$ cat config.mk
export PLATFORM = sky130hd
export DESIGN_NAME = trs_ps2_tx_flat
export DESIGN_NICKNAME = d
export VERILOG_FILES = /design/src/rtl/trs_ps2_pkg.sv /design/src/rtl/trs_ps2_tx_if.sv /design/src/rtl/trs_ps2_fifo.sv /design/src/rtl/trs_ps2_tx.sv /design/src/flat_wrapper.sv
export SDC_FILE = /design/constraint.sdc
export NUM_CORES = 1
export LEC_CHECK = 0
export CELL_PAD_IN_SITES_DETAIL_PLACEMENT = 1
export CELL_PAD_IN_SITES_GLOBAL_PLACEMENT = 2
export CORE_AREA = 2 2 71 73
export CTS_CLUSTER_SIZE = 16
export DETAILED_ROUTE_END_ITERATION = 12
export DIE_AREA = 0 0 73 75
export PLACE_DENSITY_LB_ADDON = 0.1
export SKIP_LAST_GASP = 1
export SLEW_MARGIN = 20
export SYNTH_ARGS = -nofsm -noshare
export SYNTH_HDL_FRONTEND = slang
export SYNTH_SLANG_ARGS = --single-unit
$ cat constraint.sdc
create_clock -name Clk -period 3.4 [get_ports Clk]
set_input_delay 0.85 -clock Clk [delete_from_list [all_inputs] [get_ports Clk]]
set_output_delay 0.85 -clock Clk [all_outputs]
set_load 0.01 [all_outputs]
$ cat src/rtl/trs_ps2_pkg.sv
// trs_ps2_pkg: shared definitions for the PS/2 device-side transmitter.
//   - ps2_state_e : transmitter FSM states
//   - FRAME_BITS  : bits per PS/2 frame (start + 8 data + parity + stop)
//   - CLK_DIV_DEFAULT : default Clk cycles per PS/2 clock half-period
//   - build_frame : assemble the LSB-first shift word for one scancode byte
package trs_ps2_pkg;

    localparam int unsigned FRAME_BITS      = 11;
    localparam int unsigned CLK_DIV_DEFAULT = 64;

    typedef enum logic [1:0] {
        StIdle,
        StLoad,
        StShift,
        StGap
    } ps2_state_e;

    // Bit 0 goes out first: start(0), data LSB..MSB, odd parity, stop(1).
    function automatic logic [FRAME_BITS-1:0] build_frame(input logic [7:0] b);
        return {1'b1, ~^b, b, 1'b0};
    endfunction

endpackage

$ cat src/rtl/trs_ps2_tx_if.sv
// trs_ps2_tx_if: host-side write port of the PS/2 transmitter.
//   Data_In : scancode byte to send        (master -> slave)
//   Wr      : one-cycle write strobe        (master -> slave)
//   Full    : no space for a write this cycle (slave -> master)
//   Busy    : frame in progress or bytes queued (slave -> master)
//   Ovf     : sticky dropped-write flag     (slave -> master)
interface trs_ps2_tx_if;

    logic [7:0] Data_In;
    logic       Wr;
    logic       Full;
    logic       Busy;
    logic       Ovf;

    modport master (
        output Data_In,
        output Wr,
        input  Full,
        input  Busy,
        input  Ovf
    );

    modport slave (
        input  Data_In,
        input  Wr,
        output Full,
        output Busy,
        output Ovf
    );

endinterface

$ cat src/rtl/trs_ps2_fifo.sv
// trs_ps2_fifo: scancode queue in front of the PS/2 transmitter.
// Build option: PS2_TX_FIFO_EN defined -> DEPTH-entry circular FIFO;
// undefined -> single holding register (DEPTH is then unused by the datapath).
// Ports:
//   Clk, Rst_n : clock, asynchronous active-low reset
//   push, din  : write request and byte (ignored while full)
//   pop        : consume the head entry (ignored while empty)
//   dout       : head entry
//   empty      : nothing queued
//   full       : registered; no space for a push this cycle
module trs_ps2_fifo #(
    parameter int unsigned DEPTH = 8
) (
    input  logic       Clk,
    input  logic       Rst_n,
    input  logic       push,
    input  logic       pop,
    input  logic [7:0] din,
    output logic [7:0] dout,
    output logic       empty,
    output logic       full
);

    if (DEPTH < 2 || DEPTH > 16 || (DEPTH & (DEPTH - 1)) != 0) begin : g_bad_depth
        $error("trs_ps2_fifo: DEPTH must be a power of 2 in 2..16");
    end

`ifdef PS2_TX_FIFO_EN

    localparam int unsigned PtrW = $clog2(DEPTH);
    localparam int unsigned CntW = PtrW + 1;

    logic [7:0]      mem_q [DEPTH];
    logic [PtrW-1:0] wr_ptr_q, rd_ptr_q;
    logic [CntW-1:0] count_q, count_d;
    logic            full_q;
    logic            do_push, do_pop;

    assign do_push = push & ~full_q;
    assign do_pop  = pop & (count_q != '0);

    // Simultaneous push and pop leave the count unchanged.
    always_comb begin
        count_d = count_q;
        case ({do_push, do_pop})
            2'b10:   count_d = count_q + CntW'(1);
            2'b01:   count_d = count_q - CntW'(1);
            default: count_d = count_q;
        endcase
    end

    // Pointers wrap naturally because DEPTH is a power of 2.
    always_ff @(posedge Clk or negedge Rst_n) begin
        if (!Rst_n) begin
            wr_ptr_q <= '0;
            rd_ptr_q <= '0;
            count_q  <= '0;
            full_q   <= 1'b0;
        end else begin
            if (do_push) wr_ptr_q <= wr_ptr_q + PtrW'(1);
            if (do_pop)  rd_ptr_q <= rd_ptr_q + PtrW'(1);
            count_q <= count_d;
            full_q  <= (count_d == CntW'(DEPTH));
        end
    end

    always_ff @(posedge Clk) begin
        if (do_push) mem_q[wr_ptr_q] <= din;
    end

    assign dout  = mem_q[rd_ptr_q];
    assign empty = (count_q == '0);
    assign full  = full_q;

`else

    logic [7:0] hold_q;
    logic       valid_q;

    // Stays full from an accepted write until the transmitter pops it.
    always_ff @(posedge Clk or negedge Rst_n) begin
        if (!Rst_n) begin
            hold_q  <= '0;
            valid_q <= 1'b0;
        end else if (push && !valid_q) begin
            hold_q  <= din;
            valid_q <= 1'b1;
        end else if (pop && valid_q) begin
            valid_q <= 1'b0;
        end
    end

    assign dout  = hold_q;
    assign empty = ~valid_q;
    assign full  = valid_q;

`endif

endmodule

$ cat src/rtl/trs_ps2_tx.sv
// trs_ps2_tx: PS/2 device-side transmitter (keyboard -> host direction).
// Sends each queued scancode as an 11-bit frame; PS2_Data only changes while
// PS2_Clk is high so the host samples on the falling edge.
// Build option: PS2_TX_FIFO_EN selects a FIFO_DEPTH-entry queue; otherwise a
// single holding register buffers one byte.
// Ports:
//   Clk      : clock, all state on rising edge
//   Rst_n    : asynchronous active-low reset; aborts any frame
//   host     : trs_ps2_tx_if.slave (Data_In, Wr, Full, Busy, Ovf)
//   PS2_Clk  : PS/2 clock, idle high
//   PS2_Data : PS/2 data, idle high
module trs_ps2_tx
    import trs_ps2_pkg::*;
#(
    parameter int unsigned CLK_DIV    = CLK_DIV_DEFAULT,
    parameter int unsigned FIFO_DEPTH = 8
) (
    input  logic          Clk,
    input  logic          Rst_n,
    trs_ps2_tx_if.slave   host,
    output logic          PS2_Clk,
    output logic          PS2_Data
);

    if (CLK_DIV < 2 || CLK_DIV > 1023) begin : g_bad_clk_div
        $error("trs_ps2_tx: CLK_DIV must be in 2..1023");
    end

    localparam int unsigned CntW = $clog2(CLK_DIV);
    localparam logic [CntW-1:0] HalfMax = CntW'(CLK_DIV - 1);
    // LOAD already drives the start bit with PS2_Clk high, so the first
    // high phase in SHIFT is one cycle short.
    localparam logic [CntW-1:0] FirstMax = CntW'(CLK_DIV - 2);
    localparam logic [3:0]      LastBit  = 4'(FRAME_BITS - 1);

    ps2_state_e            state_q, state_d;
    logic [FRAME_BITS-1:0] shift_q;
    logic [3:0]            bit_cnt_q;
    logic [CntW-1:0]       cnt_q;
    logic                  phase_q;   // SHIFT: low half; GAP: second half
    logic                  ovf_q;
    logic                  half_done;

    logic       fifo_pop;
    logic [7:0] fifo_dout;
    logic       fifo_empty;
    logic       fifo_full;

    trs_ps2_fifo #(
        .DEPTH (FIFO_DEPTH)
    ) u_fifo (
        .Clk   (Clk),
        .Rst_n (Rst_n),
        .push  (host.Wr),
        .pop   (fifo_pop),
        .din   (host.Data_In),
        .dout  (fifo_dout),
        .empty (fifo_empty),
        .full  (fifo_full)
    );

    assign half_done = (cnt_q == '0);
    assign fifo_pop  = (state_q == StLoad);

    // State register.
    always_ff @(posedge Clk or negedge Rst_n) begin
        if (!Rst_n) state_q <= StIdle;
        else        state_q <= state_d;
    end

    // Next-state logic.
    always_comb begin
        state_d = state_q;
        case (state_q)
            StIdle:  if (!fifo_empty) state_d = StLoad;
            StLoad:  state_d = StShift;
            StShift: if (half_done && phase_q && bit_cnt_q == LastBit) state_d = StGap;
            StGap:   if (half_done && phase_q) state_d = fifo_empty ? StIdle : StLoad;
            default: state_d = StIdle;
        endcase
    end

    // Frame datapath: half-period counter reloads on every phase change.
    always_ff @(posedge Clk or negedge Rst_n) begin
        if (!Rst_n) begin
            shift_q   <= '1;
            bit_cnt_q <= '0;
            cnt_q     <= '0;
            phase_q   <= 1'b0;
        end else begin
            case (state_q)
                StLoad: begin
                    shift_q   <= build_frame(fifo_dout);
                    cnt_q     <= FirstMax;
                    phase_q   <= 1'b0;
                    bit_cnt_q <= '0;
                end
                StShift: begin
                    if (!half_done) begin
                        cnt_q <= cnt_q - CntW'(1);
                    end else begin
                        cnt_q   <= HalfMax;
                        phase_q <= ~phase_q;
                        // End of a low half: advance to the next bit.
                        if (phase_q) begin
                            shift_q   <= {1'b1, shift_q[FRAME_BITS-1:1]};
                            bit_cnt_q <= bit_cnt_q + 4'd1;
                        end
                    end
                end
                StGap: begin
                    if (!half_done) begin
                        cnt_q <= cnt_q - CntW'(1);
                    end else begin
                        cnt_q   <= HalfMax;
                        phase_q <= ~phase_q;
                    end
                end
                default: begin
                    cnt_q     <= '0;
                    phase_q   <= 1'b0;
                    bit_cnt_q <= '0;
                end
            endcase
        end
    end

    // Ovf is sticky until reset.
    always_ff @(posedge Clk or negedge Rst_n) begin
        if (!Rst_n)                   ovf_q <= 1'b0;
        else if (host.Wr && fifo_full) ovf_q <= 1'b1;
    end

    // Output decode; reset forces IDLE so both lines go high immediately.
    always_comb begin
        PS2_Clk  = 1'b1;
        PS2_Data = 1'b1;
        case (state_q)
            StLoad: PS2_Data = 1'b0;
            StShift: begin
                PS2_Clk  = ~phase_q;
                PS2_Data = shift_q[0];
            end
            default: begin
                PS2_Clk  = 1'b1;
                PS2_Data = 1'b1;
            end
        endcase
    end

    assign host.Full = fifo_full;
    assign host.Busy = (state_q != StIdle) | ~fifo_empty;
    assign host.Ovf  = ovf_q;

endmodule
$ cat src/flat_wrapper.sv
// flat-port wrapper written by rule: the top's interface ports become plain ports
module trs_ps2_tx_flat import trs_ps2_pkg::*;
#(
    parameter int unsigned CLK_DIV    = CLK_DIV_DEFAULT,
    parameter int unsigned FIFO_DEPTH = 8
)
  (Clk, Rst_n, PS2_Clk, PS2_Data, host_Data_In, host_Wr, host_Full, host_Busy, host_Ovf);
  trs_ps2_tx_if host_i ();
  input  logic Clk;
  input  logic Rst_n;
  output logic PS2_Clk;
  output logic PS2_Data;
  input wire logic [$bits(host_i.Data_In)-1:0] host_Data_In;
  input wire logic [$bits(host_i.Wr)-1:0] host_Wr;
  output wire logic [$bits(host_i.Full)-1:0] host_Full;
  output wire logic [$bits(host_i.Busy)-1:0] host_Busy;
  output wire logic [$bits(host_i.Ovf)-1:0] host_Ovf;
  assign host_i.Data_In = host_Data_In;
  assign host_i.Wr = host_Wr;
  assign host_Full = host_i.Full;
  assign host_Busy = host_i.Busy;
  assign host_Ovf = host_i.Ovf;
  trs_ps2_tx #(.CLK_DIV(CLK_DIV), .FIFO_DEPTH(FIFO_DEPTH)) u_core (.Clk(Clk), .Rst_n(Rst_n), .host(host_i), .PS2_Clk(PS2_Clk), .PS2_Data(PS2_Data));
endmodule
==> out/qor.yml <==
run_status:
  outcome: "complete, no violations"
detailed_routing:
  drc: 0
  wl_per_cell_um: 16.65
  via_per_inst: 5.449
  dr.pass1.iters: 4
  route.vias.total: 1346
  antenna_left: 0
  drtIter0Drc: 59
  wirelength_um: 4112
logic_synthesis:
  synth_compound_area_share_pct: 16.53
  synth_fp_nets: 194
  yosys_most_used_dff: "dfrtp_1"
  synth-simple-area-share_pct: 15.69
  synth-xor-area-share_pct: 4.902
  syn-cell-area_um2: 1787
  synth-adder-area-share_pct: 5.602
  synth-async-reset-ratio_pct: 100.0
  synth-edff-count: 0
  synth_top_family_by_area: "compound AO/OA/AOI/OAI gates"
  avgSynthCellArea_um2: 10.21
  synth.yosys.seq_area_share_pct: 46.92
  synth.area.mux_share_pct: 6.793
  yosys_warnings: 0
  ys_ff_latch: 33
  synthDistinctLibCells: 40
  synth_cells: 175
global_routing:
  antenna_found_initial: 0
  grt_start_max_net_pins: 34
  grt_usage_pct: 17.15
  grt-ovfl-total: 0
  grt_pass1_vias: 1429
  grt_first_pass_wirelength_um: 6900
power:
  power_mw: 2.028
  powerDensity_nw_per_um2: 966.6
  leakage_nw: 0.8334
  max-vdd-ir-drop_mv: 0.4057
floorplan:
  initial_core_util_pct: 38.34
  core_um2: 4661
  dieWidth_um: 73
  ioPinCount: 16
  die_h_um: 75
  num_rows: 25
  die-area_um2: 5475
clock_network:
  clkTransAtPathRegs_ns: 0.07
  cts_max_level: 2
  cts_buffer_depth: 2
  numCtsBuffers: 5
  hold_buffers: 0
  root_buffer: "clkbuf_8"
  clk_latency_ns: 0.28
  clock_sinks: 33
  cts_tree: "built"
  post_cts_buffers: 0
  cts_resized: 0
setup_path:
  critical_path_arrival_ns: 2.16
  slowest_stage: "clkdlybuf4s50_1"
  path_buf_inv: 2
  required_ns: 2.55
  critPathMaxFanout: 11
  crit_type: "reg -> out"
  crit_path_start_kind: "flip-flop"
  crit_chain: "inv_1 -> ha_1 -> o21ai_0 -> clkdlybuf4s50_1"
  path_delay_family: "buffers and inverters"
  cp-end-kind: "output port"
  max_stage_delay_ns: 0.60
timing:
  max_freq_mhz: 331.8
  slew-limit-headroom_pct: 66.43
  finalSetupViolations: 0
  clock_skew_ns: 0.004922
  hold_violations: 0
  post-route-period-util_pct: 88.65
  slew_violations: 0
  rsz0062_at_grt: "no"
  fin_crit_ns: 3.014
  fin_setup_tns_ns: 0
  tightest_slew_ns: 0.5029
layout:
  layout-drive-gt1-share_pct: 18.65
  fill_cells: 517
  design_area_um2: 2098
  final_cell_mix: "nand2_1, dfrtp_1, clkdlybuf4s50_1"
  layout.nets: 211
  antenna_cells: 0
  area_delta_synth_final_pct: 17.44
placed_design:
  portBuffers: 15
  place_area_um2: 1997
  place_congestion: 0.7594
  hpwl_um: 2955
min_path:
  hp-class: "reg -> reg"
run:
  drv_cap: 0
-- worst reg2reg max path, cell delays in order, from the launching register on --
cell	delay, ns
dfrtp_1	0.42
inv_1	0.07
ha_1	0.19
or3b_4	0.43
nor2_2	0.44
o21ai_1	0.18
mux2_2	0.30
-- sequential cells by signal, summed over array words and instances, names as in the netlist --
signal,cells
u_core.phase_q,1
u_core.u_fifo.full,1
u_core.state_q,2
u_core.shift_q,10
u_core.cnt_q,6
u_core.bit_cnt_q,4
u_core.u_fifo.dout,8
u_core.host.Ovf,1
-- Yosys cell counts (all sizes together), types with 3 or more instances --
master	instances	share of area (%)
a211oi	9	4.1
o21ai	9	2.5
inv	7	1.5
a21oi	5	1.4
dfrtp	23	32
nor3b	3	1.5
clkbuf	7	1.5
dfstp	10	15
a31oi	9	3.2
nor2	7	1.6
o31ai	4	1.7
ha	8	5.6
nand2	23	4.8
mux2	9	5.7
nor2b	9	3.2
xnor2	8	3.9
-- final timing paths --
kind	startpoint	slack, ns	endpoint	cells past startpoint
worst max register to register	u_core.cnt_q[0]$_DFF_PN0_	1.26	u_core.state_q[1]$_DFFE_PN0P_	6
max in group asynchronous	Rst_n	2.08	u_core.shift_q[7]$_DFFE_PN1P_	2
worst min register to register	u_core.host.Ovf$_DFFE_PN0P_	0.48	u_core.host.Ovf$_DFFE_PN0P_	1
worst min-delay path	u_core.host.Ovf$_DFFE_PN0P_	0.48	u_core.host.Ovf$_DFFE_PN0P_	1
min in group asynchronous	Rst_n	0.98	u_core.u_fifo.dout[0]$_DFFE_PN0P_	2
worst max-delay path	u_core.state_q[0]$_DFFE_PN0P_	0.39	PS2_Data	4
-- metrics by stage --
stage | hold slack [ns] | setup slack [ns] | utilization, % | std cells
final | 0.4836 | 0.3858 | 45.02 | 247
after global routing | 0.5177 | 0.3076 | 45.02 | 247
after CTS | 0.4983 | 0.4138 | 45.02 | 247
after detailed placement | 0.4900 | 0.7474 | 42.85 | 239
after global placement | 0.4362 | 0.8330 | 42.85 | 239
after floorplan | 0.4736 | 1.026 | - | 175
-- per-layer routing --
metal / GRT usage [%] / part of all wire (%) / routed length [µm] / vias to the layer above
met5: 0 / 0 / 0 / -
met4: 8.025 / 2.5 / 104 / 0
met3: 3.614 / 2.0 / 84 / 11
met2: 29.53 / 52 / 2123 / 13
met1: 20.58 / 44 / 1800 / 668
li1: - / - / - / 654
-- logic make-up (layout without fill, tap and decap cells) --
logic type | Yosys count | in the layout
muxes | 11 | 11
DFF | 33 | 33
xor gates and xnor gates | 10 | 10
adders and majority gates | 8 | 8
buffers and inverters | 16 | 34
AOI/OAI and AO/OA | 44 | 44
and+or+nand+nor | 53 | 53
-- where the power goes --
part | switching (mW) | internal [mW] | total, mW
Sequential | 0.166 | 0.602 | 0.768
Combinational | 0.473 | 0.460 | 0.934
Clock | 0.143 | 0.183 | 0.326
-- cell type report --
class                   count  area, µm²  share of cell area, %
clock buffers               7      96.34                  4.592
clock inverters             1      5.005                 0.2385
inverters                   7      26.28                  1.252
multi-input cells         126      884.6                  42.16
flip-flops and latches     33      838.3                  39.95
well taps                  54      67.56                  3.220
repair buffers             19      180.2                  8.587
Power figures use the tool's default switching activity.
==> edit 1: new RTL, config.mk and constraints unchanged <==
The package constant `CLK_DIV_DEFAULT` goes from 64 to 32.
--- a/src/rtl/trs_ps2_pkg.sv
+++ b/src/rtl/trs_ps2_pkg.sv
@@ -6,7 +6,7 @@
 package trs_ps2_pkg;
 
     localparam int unsigned FRAME_BITS      = 11;
-    localparam int unsigned CLK_DIV_DEFAULT = 64;
+    localparam int unsigned CLK_DIV_DEFAULT = 32;
 
     typedef enum logic [1:0] {
         StIdle,
Check against the original RTL: no difference found for any inputs over 10 cycles, from zero or initial values and one cycle with Rst_n low; that may be too few to reach the edited logic, so the function may still have changed.
==> edit 1 against the original RTL <==
  * Area after synthesis shrank 0.35%
  * Via count decreased by 12%
  * Register-to-register slack got worse by 50 ps
  * Routed wire length fell by 13%
  * Cell area shrank 2.2%
  * Clock skew up 1.4 ps
  * Sequential cell count shrank 1
  * Setup slack improved by 130 ps
  * Critical path depth stayed put
  * Critical endpoint is now PS2_Clk
  * Largest cell class unchanged
Power is not compared: it rests on default switching activity, and its combinational part moved more than twofold at a synthesized area within 25%.
==> edit 1: results (changes against the original RTL) <==
* Synth Area per Inst at 12.03 um2 (+18%)
* Antenna cells at 0 (unchanged)
* Leakage at 0.7746 nW
* Max reg flops at 10 (unchanged)
* Post-synth ARST share at 100.0% (unchanged)
* Vias after detailed routing at 1182 (-12%)
* Placed Cells at 212 (-11%)
* Sequential share of the synthesized area at 45.68% (-1.2 points)
* Fillers at 500 (-3.3%)
* FF-to-FF End: u_core.state_q[1]
* First-pass GRT wire length at 6.341 mm (-8.1%)
* PwrDens at around 470 nW/um2
* Outcome: completed
* Layout Cell Area excl Fill at 2052 um2 (-2.2%)
* Initial antenna violation count at 0 (unchanged)
* Share of cells above drive strength 1 at 27.11% (+8.5 points)
* Gr usage total at 15.25% (-1.9 points)
* Placer Congestion at 0.7397 (-2.6%)
* Worst Tran Pin Value at 751.5 ps (+248.6 ps)
* Most frequent cells after synthesis: dfrtp_1 (22), dfstp_2 (10), mux2i_1 (10), nand2_1 (10), xnor2_1 (9)
* Worst path max stage delay at 530 ps (-70 ps)
* Clock Root Buffer: clkbuf_8
* Post-Place Cell Area at 1959 um2 (-1.9%)
* NumNets Final at 184 (-13%)
* Clk_lat worst skew at 280 ps (about the same)
* Syn nets at 167 (-14%)
* Worst reg2reg setup slack at 1210 ps (-50 ps)
* First DRT Iteration DRCs at 75 (+27%)
* DPL Wire Length at 2.558 mm (-13%)
* Clock skew at 6.336 ps (+1.415 ps)
* Largest net degree at the start of global routing at 33 (-2.9%)
* Worst EP arrival at 2030 ps (-130 ps)
* Area contributors post-synth: dfrtp_1 (31%), dfstp_2 (15%), o32ai_2 (6.4%)
* Post-synthesis cell type count at 38 (-5.0%)
* Slowest CP cell: clkdlybuf4s50_1
* Hold Crit Start: u_core.host.Ovf
* Placement Setup Slack at 775.4 ps (+28.04 ps)
* Post-CTS Setup Bufs at 0 (unchanged)
* Input/output buffers at 15 (unchanged)
* Worst r2r src: u_core.cnt_q[0]
* Wire per inst at 16.17 um (-2.9%)
* Total CTS buffers at 5 (unchanged)
* Hold WS at 460.2 ps (-23.37 ps)
* Drt total wl at 3.558 mm (-13%)
* Critical Path Fanout Max at 11 (unchanged)
* Hold endpoint: u_core.host.Ovf
edit 1: cell count changes after synthesis, sizes merged, moves of 3 or more:
cell and delta:
clkbuf -3, o32ai +9, o21ai -5, nor3b -3
nor2b -8, nand2 -13, a211oi -8, o31ai -4
mux2i +8, a21oi +7, a31oi -7
edit 1: layer usage:
metal / track usage, % / wire length (um)
met2: 21.32 / 1566
met4: 5.350 / 44
met5: 0 / 0
met1: 23.10 / 1829
met3: 3.347 / 118
edit 1: how the worst max path moves through the flow:
stage,startpoint,end,slack (ps),depth (start not counted)
finish,u_core.state_q[0],PS2_Clk,520,4
global route,u_core.state_q[0],PS2_Data,340,5
CTS,u_core.state_q[0],PS2_Clk,480,4
detailed placement,u_core.state_q[0],PS2_Clk,780,4
global placement,u_core.state_q[0],PS2_Clk,870,4
floorplan,u_core.state_q[0],PS2_Data,950,5
edit 1: logic make-up after synthesis:
logic type                 Yosys count  synth area share, %
adders and majority gates            8                5.622
and+or+nand+nor                     29                9.066
buffers and inverters               14                4.708
xor gates and xnor gates            10                4.920
AOI/OAI and AO/OA                   34                17.43
muxes                               21                12.58
DFF                                 32                45.68
edit 1: layout make-up:
| type | instances | share of cell area, % |
|---|---|---|
| clock buffer | 6 | 4.024 |
| inverter | 6 | 1.098 |
| timing repair buffer | 18 | 8.415 |
| tap | 54 | 3.293 |
| multi-input combinational | 102 | 43.05 |
| sequential | 32 | 39.63 |
| clock inverter | 2 | 0.4878 |
edit 1: worst register-to-register path: stages, from the launching register on:
cell     delay (ps)
dfrtp_1         400
inv_1            60
ha_1            220
nor4b_2         560
a21oi_1         160
a221o_1         330
mux2_1          320
==> edit 2: new RTL, same flow settings <==
Made on the original files. Encoding of `ps2_state_e`: now one-hot (4 bits for 4 states).
--- a/src/rtl/trs_ps2_pkg.sv
+++ b/src/rtl/trs_ps2_pkg.sv
@@ -8,11 +8,11 @@
     localparam int unsigned FRAME_BITS      = 11;
     localparam int unsigned CLK_DIV_DEFAULT = 64;
 
-    typedef enum logic [1:0] {
-        StIdle,
-        StLoad,
-        StShift,
-        StGap
+    typedef enum logic [3:0] {
+        StIdle  = 4'b0001,
+        StLoad  = 4'b0010,
+        StShift = 4'b0100,
+        StGap   = 4'b1000
     } ps2_state_e;
 
     // Bit 0 goes out first: start(0), data LSB..MSB, odd parity, stop(1).
Formal check against the unedited RTL: same outputs for any inputs over 10 cycles, from zero or initial values and one cycle with Rst_n low; not proved beyond that.
==> edit 2 against the original RTL <==
  * Cell area up 1.4%
  * Sequential cell count up 2
  * Area after synthesis up 3.6%
  * Maximum frequency up 7.6%
  * Clock power down 6.1%
  * Synthesized cell count down 0.57%
  * Count of clock-buffer cells in the layout down 1
  * Global-route usage down 0.31 points
  * Setup slack better by 210 ps
  * First-iteration DRC count up 81%
  * Sequential power up 1%
  * Power down 3.9%
  * Routed wire length down 1.1%
  * Largest cell class is now sequential cells
  * Largest power group unchanged
  * Highest routed layer unchanged
==> edit 2: results (changes against the original RTL) <==
* Leakage at 0.9166 nW (+10%)
* Gr usage total at 16.84% (-0.31 points)
* Vias after detailed routing at 1283 (-4.7%)
* Area contributors post-synth: dfrtp_1 (32%), dfstp_2 (16%), mux2i_1 (4.9%)
* Clock skew at 3.105 ps (-1.816 ps)
* Post-Place Cell Area at 2041 um2 (+2.2%)
* Worst path max stage delay at 510 ps (-90 ps)
* Wire per inst at 16.66 um (about the same)
* Outcome: completed
* Input/output buffers at 15 (unchanged)
* Synth warn at 0 (unchanged)
* Worst EP arrival at 1950 ps (-210 ps)
* Antenna cells at 0 (unchanged)
* First-pass GRT wire length at 6.851 mm (-0.71%)
* Sequential share of the synthesized area at 48.04% (+1.1 points)
* Slowest CP cell: dfrtp_1
* Drt total wl at 4.065 mm (-1.1%)
* Critical Path Fanout Max at 10 (-1)
* Share of cells above drive strength 1 at 18.95% (+0.29 points)
* Xor/xnor share of the synthesized area at 6.149% (+1.2 points)
* Post-Synthesis Cells at 174 (-0.57%)
* First DRT Iteration DRCs at 107 (+81%)
* NumNets Final at 205 (-2.8%)
* Slew margin rel. at 43.90% (-23 points)
* Most frequent cells after synthesis: dfrtp_1 (24), nand2_1 (17), o21ai_1 (17)
* Number of global-route vias before repair at 1395 (-2.4%)
* Post-synthesis cell type count at 45 (+13%)
* Post-Synth Adder-Cell Area at 2.703% (-2.9 points)
* Largest net degree at the start of global routing at 36 (+5.9%)
* Syn nets at 189 (-2.6%)
* Worst IR Drop VDD at 0.3655 mV (-9.9%)
* Post-synthesis mux area share at 9.730% (+2.9 points)
* Compound-Gate Fraction of Synth Area at 13.11% (-3.4 points)
* Fillers at 518 (+0.19%)
* DPL Wire Length at 2.917 mm (-1.3%)
-- edit 2: cell count changes in the layout (fill, tap and decap cells not counted), sizes merged, moves of 6 or more --
| cell | unedited run | this run |
|---|---|---|
| a211oi | 9 | 0 |
| a31oi | 9 | 0 |
| nand2 | 23 | 17 |
| mux2i | 2 | 9 |
| nor2b | 9 | 3 |
| o21ai | 9 | 19 |
-- edit 2: cell type report --
type / count / area share, %
clock buffer: 6 / 3.880
clock inverter: 1 / 0.2352
inverter: 8 / 1.411
multi-input combinational: 123 / 41.74
sequential: 35 / 41.80
tap: 54 / 3.175
timing repair buffer: 17 / 7.760
-- edit 2: kinds of logic after synthesis --
| logic type | Yosys count |
|---|---|
| adders and majority gates | 4 |
| DFF | 35 |
| xor gates and xnor gates | 13 |
| muxes | 17 |
| AOI/OAI and AO/OA | 35 |
| buffers and inverters | 16 |
| and+or+nand+nor | 54 |
-- edit 2: power by group --
group,internal (mW),leakage [nW],switching (mW),total [mW]
clock,0.159,0.0470,0.147,0.306
sequential,0.611,0.420,0.167,0.778
combinational,0.430,0.450,0.435,0.866
total,1.20,0.917,0.749,1.95
-- edit 2: worst paths after layout --
check | slack (ps) | cells past startpoint | to | from
min in group asynchronous | 980 | 2 | u_core.cnt_q[5] | Rst_n
max in group asynchronous | 2060 | 2 | u_core.state_q[0] | Rst_n
worst max register to register | 1510 | 6 | u_core.shift_q[8] | u_core.cnt_q[0]
worst max-delay path | 600 | 3 | host_Busy | u_core.state_q[3]
worst min register to register | 470 | 2 | u_core.shift_q[4] | u_core.shift_q[4]
worst min-delay path | 470 | 2 | u_core.shift_q[4] | u_core.shift_q[4]
-- edit 2: critical path, delay by kind of cell, from the launching register on --
kind	cells	cell delay, ps
and+or+nand+nor	2	660
DFF	1	510
buffers and inverters	1	500
-- edit 2: metal layers --
layer | share of wire (%) | track usage (%) | up-vias | wire length [um]
li1 | - | - | 627 | -
met1 | 44 | 20.22 | 637 | 1772
met2 | 52 | 29.73 | 14 | 2123
met3 | 2.8 | 4.016 | 5 | 112
met4 | 1.4 | 5.556 | 0 | 57
met5 | 0 | 0 | - | 0
-- edit 2: per-stage QoR --
step | setup slack (ps) | power [mW] | util, %
floorplan | 1208 | 1.452 | -
global placement | 923.9 | 1.624 | 43.79
detailed placement | 845.8 | 1.665 | 43.79
CTS | 582.7 | 1.982 | 45.66
global route | 506.2 | 2.107 | 45.66
finish | 599.9 | 1.950 | 45.66
